==> config.mk <==
export PLATFORM = sky130hd
export DESIGN_NAME = code_loader
export DESIGN_NICKNAME = d
export VERILOG_FILES = /design/src/rtl/code_loader.sv
export SDC_FILE = /design/constraint.sdc
export NUM_CORES = 1
export LEC_CHECK = 0
export ABC_CLOCK_PERIOD_IN_PS = 5340
export BUFFER_PORTS_ARGS = -buffer_cell sky130_fd_sc_hd__buf_2
export CAP_MARGIN = 25
export CELL_PAD_IN_SITES_DETAIL_PLACEMENT = 0
export CELL_PAD_IN_SITES_GLOBAL_PLACEMENT = 2
export CORE_ASPECT_RATIO = 1.25
export CORE_UTILIZATION = 31
export DETAILED_ROUTE_END_ITERATION = 10
export GPL_TIMING_DRIVEN = 0
export PLACE_DENSITY_LB_ADDON = 0.1
export SYNTH_ARGS = -nofsm -noshare
export SYNTH_HDL_FRONTEND = slang
export SYNTH_SLANG_ARGS = --single-unit
==> constraint.sdc <==
create_clock -name clk -period 5.34 [get_ports clk]
set_input_delay 1.068 -clock clk [delete_from_list [all_inputs] [get_ports clk]]
set_output_delay 1.068 -clock clk [all_outputs]
set_load 0.005 [all_outputs]
==> src/rtl/code_loader.sv <==
// -----------------------------------------------------------------------------
// code_loader
//
// Purpose:
//   Assembles 64-bit instructions from pairs of 32-bit host words (high word
//   first, then low word) and writes them sequentially into a code memory
//   starting at address 0. A load is started by a one-cycle start pulse and
//   finishes when the low word of an instruction arrives flagged as last.
//   A last flag on a high word (odd word count) or an attempt to exceed DEPTH
//   instructions aborts the load.
//
// Ports:
//   clk       - sole clock, all logic on its rising edge
//   rst       - synchronous active-high reset (highest priority)
//   start     - one-cycle pulse, begins a new load at address 0
//   in_data   - 32-bit program word from the host
//   in_valid  - in_data is valid
//   in_ready  - loader accepts in_data this cycle
//   in_last   - in_data is the final word of the program
//   wr_addr   - code memory write address (held when wr_en=0)
//   wr_data   - code memory write data (held when wr_en=0)
//   wr_en     - one-cycle write strobe per completed instruction
//   prog_len  - instructions written in the current or last load
//   done      - level, load completed without error
//   error     - level, load aborted (odd word count or overflow)
// -----------------------------------------------------------------------------
module code_loader #(
  parameter int ADDR_WIDTH = 10,
  parameter int DATA_WIDTH = 64,
  parameter int DEPTH      = 256
) (
  input  logic                  clk,
  input  logic                  rst,
  input  logic                  start,
  input  logic [31:0]           in_data,
  input  logic                  in_valid,
  output logic                  in_ready,
  input  logic                  in_last,
  output logic [ADDR_WIDTH-1:0] wr_addr,
  output logic [DATA_WIDTH-1:0] wr_data,
  output logic                  wr_en,
  output logic [ADDR_WIDTH:0]   prog_len,
  output logic                  done,
  output logic                  error
);

  typedef enum logic [2:0] {
    IDLE = 3'd0,
    HI   = 3'd1,
    LO   = 3'd2,
    DONE = 3'd3,
    ERR  = 3'd4
  } state_t;

  // Instruction-count limit expressed in prog_len's width.
  localparam logic [ADDR_WIDTH:0] DEPTH_L = (ADDR_WIDTH + 1)'(DEPTH);

  state_t                  state_r,    state_next_s;
  logic [31:0]             held_r,     held_next_s;
  logic                    wr_en_r,    wr_en_next_s;
  logic [ADDR_WIDTH-1:0]   wr_addr_r,  wr_addr_next_s;
  logic [DATA_WIDTH-1:0]   wr_data_r,  wr_data_next_s;
  logic [ADDR_WIDTH:0]     prog_len_r, prog_len_next_s;
  logic                    done_r,     done_next_s;
  logic                    error_r,    error_next_s;
  logic                    in_ready_s;
  logic                    handshake_s;

  // Ready only while collecting words; start and rst steal the cycle so a
  // word presented alongside them is never consumed.
  assign in_ready_s  = ((state_r == HI) || (state_r == LO)) && !start && !rst;
  assign handshake_s = in_valid && in_ready_s;

  // Next-state and datapath decisions for every register.
  always_comb begin
    state_next_s    = state_r;
    held_next_s     = held_r;
    wr_en_next_s    = 1'b0;
    wr_addr_next_s  = wr_addr_r;
    wr_data_next_s  = wr_data_r;
    prog_len_next_s = prog_len_r;

    if (start) begin
      state_next_s    = HI;
      held_next_s     = 32'd0;
      prog_len_next_s = {(ADDR_WIDTH + 1){1'b0}};
    end else if (handshake_s) begin
      case (state_r)
        HI: begin
          // A last flag here means an odd word count; a full program means
          // overflow. Either way the word is dropped.
          if (in_last || (prog_len_r == DEPTH_L)) begin
            state_next_s = ERR;
          end else begin
            held_next_s  = in_data;
            state_next_s = LO;
          end
        end
        LO: begin
          wr_en_next_s    = 1'b1;
          wr_addr_next_s  = prog_len_r[ADDR_WIDTH-1:0];
          wr_data_next_s  = DATA_WIDTH'({held_r, in_data});
          prog_len_next_s = prog_len_r + {{ADDR_WIDTH{1'b0}}, 1'b1};
          if (in_last) begin
            state_next_s = DONE;
          end else begin
            state_next_s = HI;
          end
        end
        default: begin
          state_next_s = state_r;
        end
      endcase
    end else begin
      state_next_s = state_r;
    end

    done_next_s  = (state_next_s == DONE);
    error_next_s = (state_next_s == ERR);
  end

  // State and output registers with synchronous reset taking priority.
  always_ff @(posedge clk) begin
    if (rst) begin
      state_r    <= IDLE;
      held_r     <= 32'd0;
      wr_en_r    <= 1'b0;
      wr_addr_r  <= {ADDR_WIDTH{1'b0}};
      wr_data_r  <= {DATA_WIDTH{1'b0}};
      prog_len_r <= {(ADDR_WIDTH + 1){1'b0}};
      done_r     <= 1'b0;
      error_r    <= 1'b0;
    end else begin
      state_r    <= state_next_s;
      held_r     <= held_next_s;
      wr_en_r    <= wr_en_next_s;
      wr_addr_r  <= wr_addr_next_s;
      wr_data_r  <= wr_data_next_s;
      prog_len_r <= prog_len_next_s;
      done_r     <= done_next_s;
      error_r    <= error_next_s;
    end
  end

  assign in_ready = in_ready_s;
  assign wr_en    = wr_en_r;
  assign wr_addr  = wr_addr_r;
  assign wr_data  = wr_data_r;
  assign prog_len = prog_len_r;
  assign done     = done_r;
  assign error    = error_r;

endmodule

==> impl_metrics.json, run 1 <==
{
  "outcome": "completed",
  "slew_headroom": 0.562,
  "cp_common_cell": "buf_2",
  "async_flop_share": 0,
  "wl_per_cell_um": 14.7,
  "cts_tree": "built",
  "yosys.area.top_type_share": 0.546,
  "grt_start_max_net_pins": 17,
  "initial_core_util": 0.322,
  "synth_edf_count": 0,
  "ys_ff_latch": 123,
  "final_core_util": 0.419,
  "slew_violations": 0,
  "tightest_slew_ns": 0.652,
  "cp_cell_sequence": "clkbuf_2, or3_1, buf_2, nor2_1, buf_2",
  "cts-root-buf": "clkbuf_16",
  "cts_resized": 0,
  "grt-ovfl-total": 0,
  "synth_area_leaders": "dfxtp_1 (55%), nand2_1 (13%), a21oi_1 (13%), o21ai_0 (4.1%), nand3_1 (3.9%)",
  "dr_total_vias": 4217,
  "yosys_warnings": 0,
  "leakagePower_uw": 0.00228,
  "p_clk_frac": 0.514,
  "p_int_uw": 1590,
  "cts.sinks": 123,
  "post_cts_buffers": 0,
  "slowest_delay_ns": 0.31,
  "path_clk_slew_ns": 0.05,
  "dieArea_um2": 15000,
  "port_buffers": 124,
  "worstSetupStartpointType": "input pin",
  "cts_buffers": 17,
  "track_usage": 0.184,
  "holdWs_ns": 0.447,
  "synthFlopType": "dfxtp_1",
  "drt_iter0_drc": 115,
  "antenna_found_initial": 0,
  "crit_buf_inv": 3,
  "ir_drop_mv": 0.186,
  "die_height_um": 137,
  "cp.required_ns": 4.27,
  "via_per_inst": 4.72,
  "synth_most_common_cell": "nand2_1",
  "crit_path_end_kind": "primary output",
  "layout_min_cycle_time_ns": 3.00,
  "finalPower_uw": 2010,
  "area.growth.synth_to_final_pct": 30.1,
  "maxCapViolations": 0,
  "hpwl_um": 9720,
  "synth_nets": 605,
  "ys_seq_area_frac": 0.546,
  "swShare": 0.206,
  "final-setup-viol-count": 0,
  "syn_area_um2": 4510,
  "max_freq_mhz": 334,
  "netSwitchingPower_uw": 414,
  "layout.nets": 748,
  "coreArea_um2": 14000,
  "drive_gt1_frac": 0.220,
  "rows": 48,
  "critical_path_class": "in -> out",
  "postSynthAreaPerCell_um2": 7.97,
  "htree_levels": 4,
  "grt_pass1_wl_um": 20700,
  "ys_top_cells_by_count": "nand2_1 (158), dfxtp_1 (123), a21oi_1 (113)",
  "finalClockSkew_ns": 0.00801,
  "clockBufferDepth": 2,
  "combPwrFrac": 0.026,
  "diodes": 0,
  "cp_top_family": "buffers and inverters",
  "seqPwrFrac": 0.460,
  "drt-total-wl_um": 13200,
  "cts_hold_buf": 0,
  "hp-class": "reg -> reg",
  "ant_nets": 0,
  "crit_fanout": 8,
  "rsz0062_at_grt": "no",
  "yosys.cell_types.count": 34,
  "worst_path_max_delay_cell": "or3_1",
  "fin_setup_tns_ns": 0,
  "yosysTopAreaCell": "dfxtp_1",
  "grt_pass1_vias": 4050,
  "firstDrtPassIters": 4,
  "power.density_nw_per_um2": 342,
  "finalCritPeriodShare": 0.561,
  "postSynthCellCount": 566,
  "ios": 126,
  "die_w_um": 110,
  "place_congestion": 0.769,
  "cp.arrival_ns": 1.93,
  "drc": 0,
  "hold_viol": 0,
  "clock_latency_ns": 0.41
}
[cell families after synthesis]
kind of cell	synth area share
xor gates and xnor gates	0.00971
adders and majority gates	0.00555
buffers and inverters	0.0469
DFF	0.546
and+or+nand+nor	0.214
AOI/OAI and AO/OA	0.176
muxes	0.00250
[final timing paths]
kind | startpoint | to | slack (ns) | cells after the start
worst max-delay path | rst | in_ready | 2.34 | 5
worst min-delay path | wr_data[55] | wr_data[55] | 0.45 | 2
worst max register to register | state_r[2] | wr_data[62] | 3.07 | 9
worst min register to register | wr_data[55] | wr_data[55] | 0.45 | 2
[worst min-delay path: cells and delay by family (launching register included)]
kind | cells | cell delay, ns
flip-flops | 1 | 0.30
AO/OA/AOI/OAI | 1 | 0.05
AND/OR/NAND/NOR | 1 | 0.05
[layout by cell type, fill, tap and decap left out, types with 4 or more instances in the layout]
| master | instances |
|---|---|
| clkbuf_1 | 45 |
| nand3_1 | 35 |
| a21oi_1 | 113 |
| buf_2 | 130 |
| nor2_1 | 11 |
| clkbuf_16 | 17 |
| dfxtp_1 | 123 |
| inv_1 | 5 |
| xnor2_1 | 4 |
| o21ai_0 | 37 |
| nand2_1 | 158 |
[power by group through the flow]
stage	sequential, µW	combinational [µW]	clock, µW
after global placement	941	53.9	0
after floorplan	941	23.0	0
after CTS	922	54.2	1050
final	923	52.8	1030
after detailed placement	942	53.9	0
after global routing	922	58.9	1100
[routing by layer]
metal	wire, µm	vias up	global-route usage
met5	0	-	0
met4	190	0	0.0785
li1	-	2189	-
met3	553	16	0.0462
met1	5960	1917	0.221
met2	6460	95	0.308
[stage by stage]
step           setup WS (ns)  cells  instance area, µm²
2_1_floorplan           2.52    566                4510
3_3_place_gp            2.16    865                5350
3_5_place_dp            2.14    865                5350
4_1_cts                 2.33    894                5870
5_1_grt                 2.24    894                5870
6_report                2.34    894                5870
[flip-flops by register name, summed over array words and instances, names as in the netlist]
name / flops
wr_data: 64
held_r: 32
prog_len: 11
wr_addr: 10
state_r: 3
done: 1
error: 1
wr_en: 1
[cell type report]
cell class	instances	area [µm²]
tap	175	219
clock inverter	3	40.0
sequential	123	2460
multi-input combinational	389	1840
fill	1517	8130
inverter	6	22.5
timing repair buffer	124	621
clock buffer	26	479
buffer	48	189
Note: power is estimated with default switching activity, not from simulation.
==> run 2, diff against run 1 <==
--- a/config.mk
+++ b/config.mk
@@ -5,13 +5,13 @@
 export SDC_FILE = /design/constraint.sdc
 export NUM_CORES = 1
 export LEC_CHECK = 0
-export ABC_CLOCK_PERIOD_IN_PS = 5340
+export ABC_CLOCK_PERIOD_IN_PS = 2810
 export BUFFER_PORTS_ARGS = -buffer_cell sky130_fd_sc_hd__buf_2
 export CAP_MARGIN = 25
 export CELL_PAD_IN_SITES_DETAIL_PLACEMENT = 0
 export CELL_PAD_IN_SITES_GLOBAL_PLACEMENT = 2
 export CORE_ASPECT_RATIO = 1.25
-export CORE_UTILIZATION = 31
+export CORE_UTILIZATION = 29
 export DETAILED_ROUTE_END_ITERATION = 10
 export GPL_TIMING_DRIVEN = 0
 export PLACE_DENSITY_LB_ADDON = 0.1
==> constraint.sdc (replaced) <==
create_clock -name clk -period 2.81 [get_ports clk]
set_input_delay 0.562 -clock clk [delete_from_list [all_inputs] [get_ports clk]]
set_output_delay 0.562 -clock clk [all_outputs]
set_load 0.005 [all_outputs]
==> run 2 against run 1 <==
Count of clock-buffer cells in the layout down 3. Routed wire length up 1.2%. Highest routed layer unchanged. Sequential power up 90%. Final cell count up 3.9%. Worst setup slack worse by 1.8 ns. Via count up 0.47%. Global-route usage down 1.2 points. Die area up 6.8%. Combinational power up 91%. Power up 100%. Clock power up 110%. Cell area up 1.8%. Largest cell class unchanged.
==> impl_metrics.json, run 2 (synthesized netlist as in run 1, its figures left out) <==
{
  "grt-ovfl-total": 0,
  "final_area_um2": 5980,
  "die_height_um": 141,
  "grt_pass1_vias": 4059,
  "hp-class": "in -> reg",
  "grt_util_met3": 0.0547,
  "ant_nets": 0,
  "cts_tree": "built",
  "p_int_uw": 3210,
  "path_clk_slew_ns": 0.05,
  "cts-root-buf": "clkbuf_16",
  "final-setup-viol-count": 0,
  "layout_min_cycle_time_ns": 2.30,
  "cp_common_cell": "clkbuf_1",
  "cts_hold_buf": 0,
  "layout.nets": 748,
  "power.density_nw_per_um2": 676,
  "drt_iter0_drc": 203,
  "hold_viol": 0,
  "r2r_start": "state_r[2]",
  "grtUsageMet1": 0.210,
  "drive_gt1_frac": 0.226,
  "cts_resized": 0,
  "die_w_um": 114,
  "fin_setup_tns_ns": 0,
  "port_buffers": 124,
  "dieArea_um2": 16100,
  "firstDrtPassIters": 4,
  "finalCritPeriodShare": 0.817,
  "maxCapViolations": 0,
  "place_congestion": 0.779,
  "ir_drop_mv": 0.336,
  "cp_cell_sequence": "or3_1, buf_2, or2_2, clkbuf_1, clkbuf_1, clkbuf_1, nand2_1, a21oi_1",
  "clockBufferDepth": 2,
  "worstSetupEndpoint": "wr_addr[3]",
  "nFillCells": 1581,
  "rsz0062_at_grt": "no",
  "cts.sinks": 123,
  "clock_latency_ns": 0.41,
  "max_freq_mhz": 436,
  "dp_slack_ns": 0.117,
  "area.growth.synth_to_final_pct": 32.5,
  "busiest_layer": "met2",
  "largest_reg_flops": 64,
  "fin_cells": 929,
  "worstSetupStartpointType": "flip-flop",
  "slew_headroom": 0.590,
  "outcome": "completed",
  "rr_worst_depth": 8,
  "diodes": 0,
  "p_clk_frac": 0.541,
  "initial_core_util": 0.299,
  "setup_ws_ns": 0.514,
  "leakagePower_uw": 0.00231,
  "cp.arrival_ns": 2.57,
  "crit_fanout": 10,
  "drt-total-wl_um": 13300,
  "slowest_delay_ns": 0.36,
  "combPwrFrac": 0.025,
  "finalPower_uw": 4040,
  "cts_buffers": 17,
  "ios": 126,
  "finalClockSkew_ns": 0.00482,
  "rows": 50,
  "hpwl_um": 9770,
  "grt_start_max_net_pins": 17,
  "htree_levels": 4,
  "netSwitchingPower_uw": 825,
  "seqPwrFrac": 0.434,
  "swShare": 0.204,
  "grt_util_met2": 0.283,
  "grt_pass1_wl_um": 21200,
  "antenna_found_initial": 0,
  "reg2reg_slack_ns": 0.51,
  "post_cts_buffers": 0,
  "r2r_end": "wr_addr[3]",
  "drc": 0,
  "placed_area_um2": 5390,
  "layout_common_cells": "nand2_1 (158), buf_2 (130), dfxtp_1 (123)",
  "critical_path_class": "reg -> reg",
  "final_common_cell": "nand2_1",
  "crit_path_end_kind": "flip-flop",
  "cp-startpoint": "state_r[2]",
  "coreArea_um2": 15100,
  "dpl.cell_count": 898,
  "wl_per_cell_um": 14.3,
  "track_usage": 0.172,
  "tightest_slew_ns": 0.610,
  "cp.required_ns": 3.08,
  "dr_total_vias": 4237,
  "worst_path_max_delay_cell": "or3_1",
  "slew_violations": 0,
  "via_per_inst": 4.56
}
[run 2: cell count changes in the layout (fill, tap and decap cells not counted), sizes merged]
| cell | delta |
|---|---|
| clkinv | +2 |
| clkbuf | -3 |
| bufinv | +2 |
| clkinvlp | +1 |
[run 2: worst max-delay path: cells and delay by family, from the launching register on]
family | cells | cell delay (ns)
AO/OA/AOI/OAI | 1 | 0.07
buffers and inverters | 4 | 0.98
flip-flops | 1 | 0.33
AND/OR/NAND/NOR | 3 | 0.79
[run 2: per-stage QoR]
stage	hold slack [ns]	utilization
finish	0.403	0.396
CTS	0.380	0.396
global route	0.397	0.396
floorplan	0.428	-
detailed placement	0.443	0.358
global placement	0.441	0.358
[run 2: layout make-up]
class                   count  area, µm²  share of cell area
multi-input cells         389       1840               0.307
clock buffers              23        468              0.0783
clock inverters             8        118              0.0197
inverters                   6       22.5             0.00377
flip-flops and latches    123       2460               0.412
plain buffers              48        189              0.0316
repair buffers            124        621               0.104
well taps                 208        260              0.0436
[run 2: power by group through the flow]
stage	clock, µW	combinational, µW	sequential [µW]
2_1_floorplan	0	43.6	1790
3_3_place_gp	0	104	1790
3_5_place_dp	0	103	1790
4_1_cts	2250	104	1750
5_1_grt	2320	113	1750
6_report	2180	101	1750
[run 2: worst min path at each step]
stage / start / endpoint / slack, ns / depth (start not counted)
global route: in_data[17] / wr_data[17] / 0.40 / 3
CTS: in_data[19] / wr_data[19] / 0.38 / 3
floorplan: held_r[0] / wr_data[32] / 0.43 / 2
global placement: held_r[0] / wr_data[32] / 0.44 / 2
finish: in_data[19] / wr_data[19] / 0.40 / 3
detailed placement: wr_data[33] / wr_data[33] / 0.44 / 2
[run 2: per-layer routing]
metal  share of wire  vias to the layer above
li1                -                     2192
met1            0.46                     1940
met2            0.48                       97
met3           0.049                        8
met4          0.0088                        0
met5               0                        -
==> run 3, diff against run 2 <==
--- a/config.mk
+++ b/config.mk
@@ -5,13 +5,14 @@
 export SDC_FILE = /design/constraint.sdc
 export NUM_CORES = 1
 export LEC_CHECK = 0
-export ABC_CLOCK_PERIOD_IN_PS = 2810
+export ABC_AREA = 1
+export ABC_CLOCK_PERIOD_IN_PS = 2009
 export BUFFER_PORTS_ARGS = -buffer_cell sky130_fd_sc_hd__buf_2
 export CAP_MARGIN = 25
 export CELL_PAD_IN_SITES_DETAIL_PLACEMENT = 0
 export CELL_PAD_IN_SITES_GLOBAL_PLACEMENT = 2
 export CORE_ASPECT_RATIO = 1.25
-export CORE_UTILIZATION = 29
+export CORE_UTILIZATION = 26
 export DETAILED_ROUTE_END_ITERATION = 10
 export GPL_TIMING_DRIVEN = 0
 export PLACE_DENSITY_LB_ADDON = 0.1
==> constraint.sdc (replaced) <==
create_clock -name clk -period 2.01 [get_ports clk]
set_input_delay 0.402 -clock clk [delete_from_list [all_inputs] [get_ports clk]]
set_output_delay 0.402 -clock clk [all_outputs]
set_load 0.005 [all_outputs]
==> run 3 against run 2 <==
Flip-flop and latch count is the same. Combinational power grew 34%. Worst setup slack got worse by 0.35 ns. Sequential share of layout area shrank 0.58 points. Clock skew increased by 0.00083 ns. Highest routed layer unchanged. Count of clock-buffer cells in the layout is 3 lower. Largest power group unchanged. Synthesized cell count increased by 3.9%.
==> impl_metrics.json, run 3 <==
{
  "outcome": "completed",
  "ys_top_cells_by_count": "nand2_1 (156), dfxtp_1 (123), nor2_1 (96)",
  "synth_edf_count": 0,
  "leakagePower_uw": 0.00263,
  "cts.sinks": 123,
  "ys_seq_area_frac": 0.550,
  "crit_fanout": 10,
  "via_per_inst": 4.46,
  "p_clk_frac": 0.568,
  "hold_path_depth": 3,
  "grt-ovfl-total": 0,
  "critical_path_class": "in -> out",
  "grt_start_max_net_pins": 17,
  "ios": 126,
  "syn_area_um2": 4480,
  "synth_most_common_cell": "nand2_1",
  "drt-total-wl_um": 14300,
  "final_area_um2": 6060,
  "nFillCells": 1839,
  "rsz0062_at_grt": "no",
  "drc": 0,
  "regArea_um2": 2460,
  "cts_tree": "built",
  "place_congestion": 0.777,
  "combPwrFrac": 0.023,
  "crit_path_end_kind": "primary output",
  "ir_drop_mv": 0.459,
  "die_height_um": 149,
  "firstDrtPassIters": 6,
  "layout_min_cycle_time_ns": 1.84,
  "reg2reg_slack_ns": 0.18,
  "p_int_uw": 4770,
  "min_to": "held_r[1]",
  "yosys.area.top_type_share": 0.550,
  "die_w_um": 119,
  "ant_nets": 0,
  "hp-class": "in -> reg",
  "diodes": 0,
  "dr_total_vias": 4310,
  "area.growth.synth_to_final_pct": 35.5,
  "worstSetupStartpointType": "input pin",
  "ys_ff_latch": 123,
  "hpwl_um": 10400,
  "yosys.cell_types.count": 21,
  "slew_violations": 0,
  "finalCritPeriodShare": 0.916,
  "htree_levels": 4,
  "rr_worst_depth": 9,
  "finalClockSkew_ns": 0.00565,
  "yosys_warnings": 0,
  "seqPwrFrac": 0.409,
  "synth_area_leaders": "dfxtp_1 (55%), nand2_1 (13%), a21oi_1 (9.1%), nor2_1 (8.1%), o21ai_0 (4.9%)",
  "synth_nets": 627,
  "clock_latency_ns": 0.42,
  "r2r_end": "held_r[25]",
  "multi_input_comb_area_um2": 1760,
  "placed_area_um2": 5380,
  "postSynthAreaPerCell_um2": 7.61,
  "cp.arrival_ns": 1.44,
  "initial_core_util": 0.266,
  "max_freq_mhz": 543,
  "cts-root-buf": "clkbuf_16",
  "rows": 53,
  "maxCapViolations": 0,
  "hp-start": "in_data[1]",
  "netSwitchingPower_uw": 1200,
  "swShare": 0.201,
  "final-setup-viol-count": 0,
  "async_flop_share": 0,
  "dieArea_um2": 17700,
  "yosysTopAreaCell": "dfxtp_1",
  "slew_headroom": 0.601,
  "cts_buffers": 17,
  "track_usage": 0.167,
  "drive_gt1_frac": 0.245,
  "largest_reg_flops": 64,
  "wl_per_cell_um": 14.8,
  "postSynthCellCount": 588,
  "layout.nets": 772,
  "grt_pass1_vias": 4023,
  "cp.required_ns": 1.61,
  "antenna_found_initial": 0,
  "path_clk_slew_ns": 0.06,
  "clockBufferDepth": 2,
  "coreArea_um2": 16800,
  "r2r_start": "prog_len[0]",
  "port_buffers": 125,
  "synthFlopType": "dfxtp_1",
  "final_common_cell": "nand2_1",
  "fin_setup_tns_ns": 0,
  "layout_common_cells": "nand2_1 (156), buf_2 (131), dfxtp_1 (122)",
  "grt_pass1_wl_um": 22100,
  "drt_iter0_drc": 211,
  "tightest_slew_ns": 0.599,
  "hold_viol": 0,
  "power.density_nw_per_um2": 986
}
run 3: worst max-delay path, stage by stage:
cell and delay (ns):
buf_2 0.16, nor2_4 0.16, buf_4 0.21, clkinv_2 0.17, a21oi_1 0.18, buf_2 0.14
run 3: layout make-up:
type,count,area share
Buffer,34,0.0283
Clock inverter,12,0.0318
Clock buffer,20,0.0770
Sequential cell,123,0.406
Tap cell,220,0.0454
Timing Repair Buffer,126,0.104
Inverter,26,0.0163
Multi-Input combinational cell,405,0.291
run 3: cells by family (layout without fill, tap and decap cells):
| group | Yosys count | in the layout | synth area share |
|---|---|---|---|
| flops | 123 | 123 | 0.550 |
| fa+ha+maj | 2 | 2 | 0.00559 |
| xor+xnor | 2 | 2 | 0.00391 |
| simple gates | 274 | 274 | 0.239 |
| buf+inv | 60 | 218 | 0.0576 |
| compound gates | 127 | 127 | 0.143 |
run 3: power groups by stage:
stage / Clock [µW] / Combinational, µW / Sequential, µW
CTS: 3480 / 139 / 2440
detailed placement: 0 / 136 / 2500
global placement: 0 / 137 / 2500
floorplan: 0 / 52.4 / 2500
finish: 3400 / 135 / 2450
global route: 3580 / 151 / 2440
run 3: what timing repair did:
action	4_1_cts	5_1_grt
endpoints found under the setup margin	31	31
buffers inserted	0	1
hold buffers	0	0
pin swaps	0	1
resized for setup	7	5
run 3: per-layer routing:
metal | GRT usage | share of wire
met3 | 0.0429 | 0.051
met4 | 0.0769 | 0.022
met5 | 0 | 0
met2 | 0.285 | 0.50
met1 | 0.195 | 0.43
run 3: through the flow:
step	total power (µW)	utilization	setup slack [ns]	hold slack (ns)	instances
after floorplan	2550	-	0.476	0.436	588
after global placement	2630	0.319	-0.250	0.442	933
after detailed placement	2630	0.319	-0.228	0.448	933
after CTS	6060	0.359	0.000367	0.214	965
after global routing	6180	0.360	0.0137	0.225	966
final	5980	0.360	0.169	0.226	966
run 3: worst max-delay path by stage:
| stage | start | to |
|---|---|---|
| 2_1_floorplan | start | in_ready |
| 3_3_place_gp | rst | in_ready |
| 3_5_place_dp | prog_len[0] | held_r[19] |
| 4_1_cts | prog_len[0] | held_r[19] |
| 5_1_grt | prog_len[0] | held_r[25] |
| 6_report | rst | in_ready |
